File: src/rtl/key_debounce.sv
// Four-key push-button debouncer: 2-flop synchronizer feeding one press/release FSM per key.
// Define KEY_LONGPRESS_EN to add a per-key hold counter and one-shot long-press pulse.
module key_debounce #(
    parameter logic [19:0] DB_CNT   = 20'd500_000,
    parameter logic [26:0] LONG_CNT = 27'd100_000_000
) (
    input  logic       clk,
    input  logic       rstn,
    input  logic [3:0] key_n,
    output logic [3:0] key_level,
    output logic [3:0] key_press,
    output logic [3:0] key_release,
    output logic [3:0] key_long
);

    localparam logic [19:0] DbLast = DB_CNT - 20'd1;

    typedef enum logic [1:0] {
        StIdle,
        StPWait,
        StPressed,
        StRWait
    } state_e;

    if (DB_CNT < 20'd2) begin : g_bad_db_cnt
        $error("DB_CNT must be at least 2");
    end
    if (LONG_CNT < 27'd2) begin : g_bad_long_cnt
        $error("LONG_CNT must be at least 2");
    end

    // Synchronizer idles at 1 so a reset never looks like a press.
    logic [3:0] r_sync1;
    logic [3:0] r_sync2;

    always_ff @(posedge clk or negedge rstn) begin
        if (!rstn) begin
            r_sync1 <= 4'hF;
            r_sync2 <= 4'hF;
        end else begin
            r_sync1 <= key_n;
            r_sync2 <= r_sync1;
        end
    end

    for (genvar g = 0; g < 4; g++) begin : g_key
        state_e      r_state;
        logic [19:0] r_cnt;
        logic        r_level;
        logic        r_press;
        logic        r_release;
        logic        w_key;
        logic        w_press_entry;

        assign w_key         = r_sync2[g];
        assign w_press_entry = (r_state == StPWait) && !w_key && (r_cnt == DbLast);

        always_ff @(posedge clk or negedge rstn) begin
            if (!rstn) begin
                r_state   <= StIdle;
                r_cnt     <= '0;
                r_level   <= 1'b0;
                r_press   <= 1'b0;
                r_release <= 1'b0;
            end else begin
                r_press   <= 1'b0;
                r_release <= 1'b0;
                case (r_state)
                    StIdle: begin
                        if (!w_key) begin
                            r_state <= StPWait;
                            r_cnt   <= '0;
                        end
                    end
                    StPWait: begin
                        if (w_key) begin
                            r_state <= StIdle;
                            r_cnt   <= '0;
                        end else if (w_press_entry) begin
                            r_state <= StPressed;
                            r_cnt   <= '0;
                            r_level <= 1'b1;
                            r_press <= 1'b1;
                        end else begin
                            r_cnt <= r_cnt + 20'd1;
                        end
                    end
                    StPressed: begin
                        if (w_key) begin
                            r_state <= StRWait;
                            r_cnt   <= '0;
                        end
                    end
                    StRWait: begin
                        if (!w_key) begin
                            r_state <= StPressed;
                            r_cnt   <= '0;
                        end else if (r_cnt == DbLast) begin
                            r_state   <= StIdle;
                            r_cnt     <= '0;
                            r_level   <= 1'b0;
                            r_release <= 1'b1;
                        end else begin
                            r_cnt <= r_cnt + 20'd1;
                        end
                    end
                    default: begin
                        r_state <= StIdle;
                        r_cnt   <= '0;
                    end
                endcase
            end
        end

        assign key_level[g]   = r_level;
        assign key_press[g]   = r_press;
        assign key_release[g] = r_release;

`ifdef KEY_LONGPRESS_EN
        localparam logic [26:0] LongLast = LONG_CNT - 27'd1;

        logic [26:0] r_hold;
        logic        r_long_done;
        logic        r_long;

        // Hold time spans R_WAIT too, so a short release glitch does not restart it.
        always_ff @(posedge clk or negedge rstn) begin
            if (!rstn) begin
                r_hold      <= '0;
                r_long_done <= 1'b0;
                r_long      <= 1'b0;
            end else begin
                r_long <= 1'b0;
                if (w_press_entry) begin
                    r_hold      <= '0;
                    r_long_done <= 1'b0;
                end else if (r_state == StPressed || r_state == StRWait) begin
                    if (r_hold != LongLast) begin
                        r_hold <= r_hold + 27'd1;
                    end else if (!r_long_done) begin
                        r_long      <= 1'b1;
                        r_long_done <= 1'b1;
                    end
                end
            end
        end

        assign key_long[g] = r_long;
`else
        assign key_long[g] = 1'b0;
`endif
    end

endmodule

File: config.mk
export PLATFORM = sky130hd
export DESIGN_NAME = key_debounce
export DESIGN_NICKNAME = d
export VERILOG_FILES = /design/src/rtl/key_debounce.sv
export SDC_FILE = /design/constraint.sdc
export NUM_CORES = 1
export LEC_CHECK = 0
export CAP_MARGIN = 10
export CORE_ASPECT_RATIO = 1.4
export CORE_UTILIZATION = 37
export CTS_BUF_LIST = sky130_fd_sc_hd__clkbuf_8 sky130_fd_sc_hd__clkbuf_16
export DETAILED_ROUTE_END_ITERATION = 8
export PLACE_DENSITY = 0.62
export SKIP_LAST_GASP = 1
export SLEW_MARGIN = 20
export SYNTH_ARGS = -nofsm -noshare
export SYNTH_HDL_FRONTEND = slang
export SYNTH_SLANG_ARGS = --single-unit
File: constraint.sdc
create_clock -name clk -period 2.3 [get_ports clk]
set_input_delay 0.46 -clock clk [delete_from_list [all_inputs] [get_ports clk]]
set_output_delay 0.46 -clock clk [all_outputs]
set_load 0.005 [all_outputs]
# Word-level counts from Yosys, hierarchy flattened
# Index checks and enable logic that the tools add are counted.
# totals
register_bits	108
out_inout_bits	16
# classes
n_eq_ne	48
add_sub_neg	4
n_reduce_logical	32
n_mux	100
# ops
cell	n
$mux W20	24
$pmux W20 S4	4
$add A20 B1 Y20 const B	4
$eq A20 B19 Y1 const B	4
$mux W2	24
$ne A2 B2 Y1 const B	24
$mux W1	40
$pmux W2 S4	4
$ne A3 B3 Y1 const B	8
$reduce_and A5 Y1	4
$eq A2 B2 Y1 const B	8
$reduce_and A4 Y1	4
$eq A2 B1 Y1 const B	4
$logic_and A1 B1 Y1	8
$logic_not A2 Y1	4
$pmux W1 S2	4
$reduce_and A2 Y1	4
$reduce_bool A2 Y1	4
$logic_not A1 Y1	4

# Longest topological paths before layout
# Gate-level depths: netlist (run 1).
# logic_depth
word_depth	6
mapped_depth	8

# Worst setup path before layout (run 1)
# No wires, ideal clock.
# synth_timing
path_kind	flip-flop to flip-flop
start	register g_key[2].r_cnt[14]
end	register g_key[2].r_cnt[17]
setup_ns	0.126
required_ns	2.174
t_arrival_ns	2.087
slack_ns	0.087
path_stages_with_launch	7
path_cell_list	dfrtp_1 > or4_1 > or4_4 > o21a_1 > buf_6 > and3_1 > a221o_1
# synth_between
elab_chain_len	5
word_cells_on_any_way	8
cone_classes	1 x add/sub; 1 x eq/ne; 5 x mux; 1 x reduce/logical
# synth_lines
item	line_no	text
start, declared	48	logic [19:0] r_cnt;
start signal, assigned	85	r_cnt <= r_cnt + 20'd1;
start signal, assigned	104	r_cnt <= r_cnt + 20'd1;
parallel branches: the longest is 4 deep, another holds $add A20 B1 Y20	-	
$pmux W20 S4 (*)	68	case (r_state)
# Mark *: on every way between the ends.
# A chain may end at the register's enable or synchronous reset.

# Worst setup path in the final report (run 1)
# layout_timing
start	register g_key[2].r_cnt[7]
end	register g_key[2].r_cnt[8]
# Same word-level chain as after synthesis.

==> results of run 1 <==
==> critical path: cells and delay by family (launching register included) <==
kind,cells,cell delay [ns]
buffers and inverters,1,0.19
AND/OR/NAND/NOR,2,0.95
flip-flops,1,0.43
AO/OA/AOI/OAI,3,0.54
==> through the flow <==
step | instance area, sq um | hold slack [ns] | std cells
finish | 6350 | 0.0806 | 827
global route | 6350 | 0.117 | 827
CTS | 6320 | 0.0929 | 827
detailed placement | 6030 | 0.352 | 811
global placement | 6030 | 0.347 | 811
floorplan | 5570 | 0.164 | 611
==> cell type report <==
class	count	share of cell area (%)
sequential	108	42.7
clock buffer	9	3.55
clock inverter	7	1.04
tap	189	3.72
multi-input combinational	441	40.7
inverter	20	1.18
timing repair buffer	53	7.09
==> sequential cells by signal, indices dropped and copies added, names as in the netlist, named ones only <==
| register | cells |
|---|---|
| r_sync1 | 4 |
| g_key.r_state | 4 |
| r_sync2 | 4 |
| g_key.r_cnt | 80 |
| g_key.r_level | 4 |
| g_key.r_press | 4 |
| g_key.r_release | 4 |
==> placed cells by master, fill, tap and decap left out, drive strengths merged, types with 12 or more instances in the layout <==
cell type	instances
dfrtp	100
nand2	71
a21oi	46
nand3	40
a31oi	40
buf	37
o21ai	34
nor2	29
nand4	22
nor3	21
inv	21
clkdlybuf4s50	16
nor4	12
==> per-layer routing <==
layer | GRT usage [%] | wire length [um] | part of all wire, % | vias up
li1 | - | - | - | 2294
met1 | 19.6 | 5480 | 46 | 2225
met5 | 0 | 0 | 0 | -
met4 | 6.25 | 253 | 2.1 | 0
met2 | 28.2 | 5850 | 49 | 68
met3 | 3.11 | 315 | 2.6 | 17
==> power by group through the flow <==
stage          registers (mW)  logic, mW  clock network [mW]
2_1_floorplan            2.07      0.378                   0
3_5_place_dp             2.08      0.583                   0
4_1_cts                  2.05      0.586                1.59
3_3_place_gp             2.08      0.566                   0
6_report                 2.05      0.584                1.55
5_1_grt                  2.07      0.665                1.67
==> repair_timing <==
item | 4_1_cts | 5_1_grt
resized for setup | 0 | 5
hold buffers | 0 | 0
buffers inserted | 0 | 0
setup endpoints to repair | 0 | 8
==> cell families after synthesis <==
kind of cell             share of synthesized area, %
adder cells (fa/ha/maj)                         0.900
flip-flops                                       48.8
multiplexers                                     1.82
buffers and inverters                            5.51
other                                          0.0674
AND/OR/NAND/NOR                                  22.9
AO/OA/AOI/OAI                                    19.2
XOR/XNOR                                        0.788
==> final timing paths <==
kind,startpoint,slack [ns],to,cells past startpoint
max in group asynchronous,rstn,1.48,r_sync1[1],2
setup / recovery,g_key[2].r_cnt[7],0.08,g_key[2].r_cnt[8],6
hold / removal,rstn,0.08,g_key[1].r_cnt[18],1
min in group clk,r_sync1[1],0.36,r_sync2[1],0
hold reg to reg,r_sync1[1],0.36,r_sync2[1],0
setup reg to reg,g_key[2].r_cnt[7],0.08,g_key[2].r_cnt[8],6
==> metrics.txt, run 1 <==
worst-case clock buffer depth=2; dominant cell type by area after synthesis=dfrtp_1; DR vias=between 4000 and 5000; Power, Total=around 4.2 mW; Rows=52; skew final=0.0130 ns; endpoints failing hold=0; synth unique cells=a little over 50; Worst Max-Slew Pin Slew=between 0.7 and 0.8 ns; Async SR Flop Fraction=between 90% and 100%; sw power=roughly 1.1 mW; worst path arrival time=2.44 ns; H-tree levels=3; status=completed; Synth top cells by count=100 x dfrtp_1, 71 x nand2_1, 46 x a21oi_1; Synth Cell Area=between 5000 and 6000 sq um; Synth Flop Type=dfrtp_1; Final ANT Viol Nets=0; vias per inst=around 5.6; Worst Setup End Kind=flop; final core occ=43.6%; GRT overflow=0; Max Slew Vio Count=0; critical path fanouts, max=11; Slew headroom=approximately half; vias in the first global route=approximately 4400; Num CTS Buffers=9; Clock Latency Late Sink=approximately 0.35 ns; Seq/Total Area, Yosys=48.8%; die area=between 15000 and 20000 sq um; synth warn=0; post-route setup slack=between 0.08 and 0.09 ns; Synth Area per Inst=approximately 9.1 sq um; Hold WC Path Type=input pin to async pin; Crit Path Category=flop to flop; Largest stage delay, worst path=roughly 0.52 ns; crit-path cells=or4_1 > or4_4 > o21a_2 > buf_4 > a41oi_1 > a31oi_1; DRC marker count from the first detailed-route iteration=272; crit path time final=around 2.2 ns; Sink Count=108; Die W=approximately 110 um; largest net degree at the start of global routing=40; cell with the most instances after synthesis=dfrtp_1; wire per inst=~14 um; Final Cycle Share=between 90% and 100%; RSZ-0062 raised after global routing=false; Sw Ratio=a little over a quarter; initial antenna violation count=0; WL final=roughly 12000 um; clock network power share=37.0%; # DRC=0; register area=roughly 2700 sq um; first-pass GRT wire length=20500 um; Initial Util=a little under two fifths; number of synthesized flops with an enable pin=0; CP required=2.52 ns; # setup viols final=0; Setup TNS=0 ns; Synth Instances=a little over 600; DR pass1 iterations=4; register clock-pin slew on the reported worst setup and hold paths=about 0.08 ns; Leak=roughly 2.6 nW; FILL cells=about 1400; Max-Cap Viols=0; gpl congestion=0.859; P_int=slightly above 3 mW; n_diodes=0; setup slack at placement=0.0824 ns; Final HPWL DP=approximately 8300 um; io pins=22; peak supply drop=roughly 0.48 mV; number of port buffers=17; FMAX=about 0.45 GHz; slowest CP cell=or4_1; Multi-input gate area=approximately 2600 sq um; ranking of synthesized cells by area=dfrtp_1 45%, nand2_1 4.8%, a31oi_1 4.5%; Synth top area share=a little under half; crit start category=flop; #FFs+latches synth=108; fin nets=around 640; gr usage total=roughly 16%; PwrDens=658 nW/um^2; sequential power share=between 40% and 50%; core area=between 10000 and 15000 sq um; die height=147 um; layout cell share with drive strength beyond 1=11.8%; CTS tree=yes; Clock Tree Root=clkbuf_16; Comb power frac=between 10% and 20%; area delta synth->final=14.2%
Note: power is estimated with default switching activity, not from simulation.
==> inputs of run 2 (changes only) <==
--- a/config.mk
+++ b/config.mk
@@ -11,6 +11,7 @@
 export CTS_BUF_LIST = sky130_fd_sc_hd__clkbuf_8 sky130_fd_sc_hd__clkbuf_16
 export DETAILED_ROUTE_END_ITERATION = 8
 export PLACE_DENSITY = 0.62
+export SETUP_SLACK_MARGIN = 0.05
 export SKIP_LAST_GASP = 1
 export SLEW_MARGIN = 20
 export SYNTH_ARGS = -nofsm -noshare
==> run 2 against run 1 <==
  * Clock skew shrank 0.00090 ns
  * First-iteration DRC count grew 13%
  * Hold slack lost 0.0030 ns
  * Combinational power grew 0.9%
  * Global-route usage is the same
  * Count of clock-buffer cells in the layout is the same
  * Wire length grew 0.21%
==> metrics.txt, run 2 (synthesis gave the netlist of run 1 again) <==
R2R setup slack=between 0.1 and 0.15 ns; Critical Path Source=g_key[2].r_cnt[7]; P_int=between 3 and 4 mW; setup slack at placement=roughly 0.082 ns; peak supply drop=0.476 mV; Setup TNS=0 ns; Worst Max-Slew Pin Slew=0.727 ns; # DRC=0; Final ANT Viol Nets=0; largest net degree at the start of global routing=40; Rows=52; CP required=2.52 ns; H-tree levels=3; DR pass1 iterations=6; gpl congestion=0.859; initial antenna violation count=0; Sw Ratio=27.4%; RSZ-0062 raised after global routing=false; fin nets=approximately 640; skew final=0.0121 ns; die area=approximately 16000 sq um; sw power=1.15 mW; WL final=around 12000 um; worst-case clock buffer depth=2; Largest register FFs=80; DR vias=4639; Clock Latency Late Sink=roughly 0.35 ns; sequential power share=49.0%; Hold WC Path Type=input pin to async pin; PwrDens=656 nW/um^2; Clock Tree Root=clkbuf_16; gr usage total=approximately 16%; layout cell share with drive strength beyond 1=between 10% and 20%; io pins=22; Final Cycle Share=a little over nine tenths; number of port buffers=17; Slew headroom=a little over 50%; worst path arrival time=~2.4 ns; FILL cells=1415; largest register by flop count=g_key.r_cnt; R2R cell count=6; FMAX=0.457 GHz; CTS tree=yes; critical path fanouts, max=11; status=completed; Die W=around 110 um; core area=14600 sq um; post-route setup slack=roughly 0.11 ns; first-pass GRT wire length=20500 um; Crit Path Category=flop to flop; Initial Util=between 30% and 40%; most frequent cells in the layout=100 x dfrtp_1, 71 x nand2_1, 44 x a21oi_1; # setup viols final=0; GRT overflow=0; Max Slew Vio Count=0; DRC marker count from the first detailed-route iteration=308; Num CTS Buffers=9; clock network power share=~37%; crit path time final=2.19 ns; n_diodes=0; reg2reg start=g_key[2].r_cnt[7]; Max-Cap Viols=0; Comb power frac=between 10% and 20%; Final HPWL DP=~8300 um; wire per inst=approximately 14 um; Leak=approximately 2.6 nW; register clock-pin slew on the reported worst setup and hold paths=0.07 ns; Hold Buf Count CTS=0; vias in the first global route=roughly 4400; Sink Count=108; Critical Path Sink=g_key[2].r_cnt[8]; crit start category=flop; endpoints failing hold=0; area delta synth->final=14.7%; Worst Setup End Kind=flop; die height=147 um; commonest non-fill, non-tap cell in the layout=dfrtp_1; vias per inst=5.60; worst r2r dst=g_key[2].r_cnt[8]
-- run 2: power groups by stage --
stage | Clock (mW) | Combinational (mW) | Sequential [mW]
2_1_floorplan | 0 | 0.378 | 2.07
3_3_place_gp | 0 | 0.566 | 2.08
3_5_place_dp | 0 | 0.583 | 2.08
4_1_cts | 1.59 | 0.586 | 2.05
5_1_grt | 1.67 | 0.668 | 2.07
6_report | 1.55 | 0.589 | 2.05
-- run 2: worst min path at each step --
stage                           from                 end  slack [ns]  cells after the start
after global placement    r_sync1[0]          r_sync2[0]        0.35                      0
after CTS                       rstn  g_key[1].r_cnt[16]        0.09                      1
after detailed placement  r_sync1[3]          r_sync2[3]        0.35                      0
final                           rstn  g_key[1].r_cnt[18]        0.08                      1
after floorplan                 rstn           async pin        0.16                      0
after global routing            rstn  g_key[1].r_cnt[18]        0.12                      1
-- run 2: repair_timing --
action / CTS / global route
buffers inserted: 0 / 1
setup endpoints to repair: 0 / 22
resized for setup: 0 / 9
hold endpoints to repair: 0 / 0
-- run 2: routing by layer --
| layer | global-route usage, % | vias to the layer above | wire length, um |
|---|---|---|---|
| met5 | 0 | - | 0 |
| met3 | 3.11 | 14 | 355 |
| met2 | 28.2 | 83 | 5980 |
| li1 | - | 2295 | - |
| met4 | 6.25 | 0 | 223 |
| met1 | 19.6 | 2247 | 5360 |
-- run 2: final cells by class --
cell class	count	area [sq um]	area share, %
inverter	20	75.1	1.18
tap	189	236	3.71
timing repair buffer	54	458	7.18
multi-input combinational	441	2600	40.8
sequential	108	2710	42.5
clock inverter	7	66.3	1.04
clock buffer	9	225	3.53
-- run 2: per-stage QoR --
step | power [mW] | instance area (sq um) | utilization [%] | hold slack [ns] | instances
floorplan | 2.44 | 5570 | - | 0.164 | 611
global placement | 2.65 | 6030 | 41.4 | 0.347 | 811
detailed placement | 2.67 | 6030 | 41.4 | 0.352 | 811
CTS | 4.23 | 6320 | 43.4 | 0.0929 | 827
global route | 4.40 | 6380 | 43.8 | 0.117 | 828
finish | 4.18 | 6380 | 43.8 | 0.0775 | 828
-- run 2: worst max-delay path: stages (launching register included) --
cell	delay (ns)
dfrtp_1	0.41
or4_1	0.52
or4_4	0.44
o21a_4	0.26
buf_4	0.18
a41oi_1	0.21
a31oi_1	0.06
==> inputs of run 3 (changes only) <==
--- a/config.mk
+++ b/config.mk
@@ -6,7 +6,7 @@
 export NUM_CORES = 1
 export LEC_CHECK = 0
 export CAP_MARGIN = 10
-export CORE_ASPECT_RATIO = 1.4
+export CORE_MARGIN = 10
 export CORE_UTILIZATION = 37
 export CTS_BUF_LIST = sky130_fd_sc_hd__clkbuf_8 sky130_fd_sc_hd__clkbuf_16
 export DETAILED_ROUTE_END_ITERATION = 8
==> run 3 against run 2 <==
  * First-iteration DRC count up 18%
  * Clock skew is 0.0054 ns lower
  * Combinational power decreased by 2%
  * Via count up 0.71%
  * Sequential share of layout area increased by 0.19 points
  * Count of clock-buffer cells in the layout unchanged
  * Sequential cell count did not move
  * Hold slack better by 0.0077 ns
  * Core utilization fell by 0.41 points
  * Critical path type unchanged
  * Highest routed layer unchanged
==> metrics.txt, run 3 (synthesis gave the netlist of run 1 again) <==
critical path fanouts, max=14; setup slack at placement=approximately 0.04 ns; status=completed; worst-case clock buffer depth=2; H-tree levels=3; largest register by flop count=g_key.r_cnt; Largest stage delay, worst path=roughly 0.53 ns; endpoints failing hold=0; Rows=between 40 and 50; RSZ-0062 raised after global routing=true; Clock Tree Root=clkbuf_16; Max Slew Vio Count=0; vias in the first global route=approximately 4500; skew final=between 0.006 and 0.007 ns; Clock Latency Late Sink=approximately 0.35 ns; CP required=approximately 2.5 ns; final core occ=between 40% and 50%; initial antenna violation count=0; Leak=~2.6 nW; Setup TNS=0 ns; commonest non-fill, non-tap cell in the layout=dfrtp_1; Largest delay share family, worst path=simple AND/OR/NAND/NOR gates; vias per inst=about 5.7; DR vias=approximately 4700; worst path arrival time=roughly 2.4 ns; final hold slack=0.0852 ns; reg2reg start=g_key[2].r_cnt[14]; number of port buffers=17; gpl congestion=0.837; peak supply drop=about 0.46 mV; core area=approximately 15000 sq um; area delta synth->final=14.2%; Worst Setup End Kind=flop; Num CTS Buffers=9; GRT overflow=0; Design Area, Final=~6300 sq um; Critical Path Source=g_key[2].r_cnt[14]; WL final=about 12000 um; crit start category=flop; io pins=22; # DRC=0; crit-path cells=or4_1 > or4_4 > o21a_4 > buf_4 > a41oi_2 > a31oi_1; slowest CP cell=or4_1; Max-Cap Viols=0; layout cell share with drive strength beyond 1=between 10 and 15%; DR pass1 iterations=5; Sink Count=about 110; Final Cycle Share=about 95%; CTS tree=yes; Worst Max-Slew Pin Slew=around 0.7 ns; first-pass GRT wire length=a little over 20000 um; Hold WC Path Type=input pin to async pin; FMAX=roughly 0.46 GHz; post-route setup slack=0.106 ns; Die W=143 um; die height=approximately 140 um; gr usage total=about an eighth; fin nets=about 640; Hold Buf Count CTS=0; Initial Util=a little under two fifths; DRC marker count from the first detailed-route iteration=~360; Slew headroom=between 50% and 60%; register clock-pin slew on the reported worst setup and hold paths=roughly 0.07 ns; Final ANT Viol Nets=0; PwrDens=around 650 nW/um^2; crit path buf inv count=1; die area=around 20000 sq um; largest net degree at the start of global routing=42; Largest register FFs=80; crit path time final=approximately 2.2 ns; Crit Path Category=flop to flop; # setup viols final=0; placed cell area=around 6000 sq um; n_diodes=0; R2R setup slack=0.11 ns; Final HPWL DP=between 8000 and 9000 um; most frequent cells in the layout=100 x dfrtp_1, 71 x nand2_1, 44 x a21oi_1; wire per inst=approximately 15 um
-- run 3: worst paths after layout --
| check | end | cells after the start |
|---|---|---|
| worst max-delay path | g_key[2].r_cnt[8] | 6 |
| worst min-delay path | g_key[0].r_cnt[4] | 1 |
| worst max register to register | g_key[2].r_cnt[8] | 6 |
| worst min register to register | r_sync2[0] | 0 |
| max in group asynchronous | r_sync2[2] | 2 |
| min in group clk | r_sync2[0] | 0 |
-- run 3: worst reg2reg max path: cells and delay by family (launching register included) --
kind / cells / cell delay (ns)
compound gates: 3 / 0.51
buf+inv: 1 / 0.19
flops: 1 / 0.38
simple gates: 2 / 1.00
-- run 3: what timing repair did --
action	4_1_cts	5_1_grt
setup buffers	1	2
setup endpoints to repair	4	26
resized for setup	2	9
-- run 3: where the power goes --
part           internal [mW]  switching, mW
Clock                  0.753          0.745
Combinational          0.222          0.358
Sequential              1.97         0.0820
-- run 3: area by class of cell --
| cell class | count | area, sq um |
|---|---|---|
| fill | 1423 | 8300 |
| timing repair buffer | 46 | 427 |
| clock buffer | 9 | 225 |
| tap | 184 | 230 |
| multi-input combinational | 441 | 2620 |
| clock inverter | 7 | 56.3 |
| sequential | 108 | 2710 |
| inverter | 20 | 75.1 |
-- run 3: routing by layer --
layer  vias up  wire, um  part of all wire, %  global-route usage [%]
li1       2268         -                    -                       -
met1      2297      5640                   47                    15.4
met2        93      5650                   47                    19.2
met3        14       519                  4.3                    3.47
met4         0       143                  1.2                    3.58
met5         -         0                    0                       0
-- run 3: through the flow --
| stage | total power [mW] | std cells |
|---|---|---|
| 2_1_floorplan | 2.44 | 611 |
| 3_3_place_gp | 2.63 | 796 |
| 3_5_place_dp | 2.66 | 796 |
| 4_1_cts | 4.17 | 813 |
| 5_1_grt | 4.35 | 815 |
| 6_report | 4.13 | 815 |
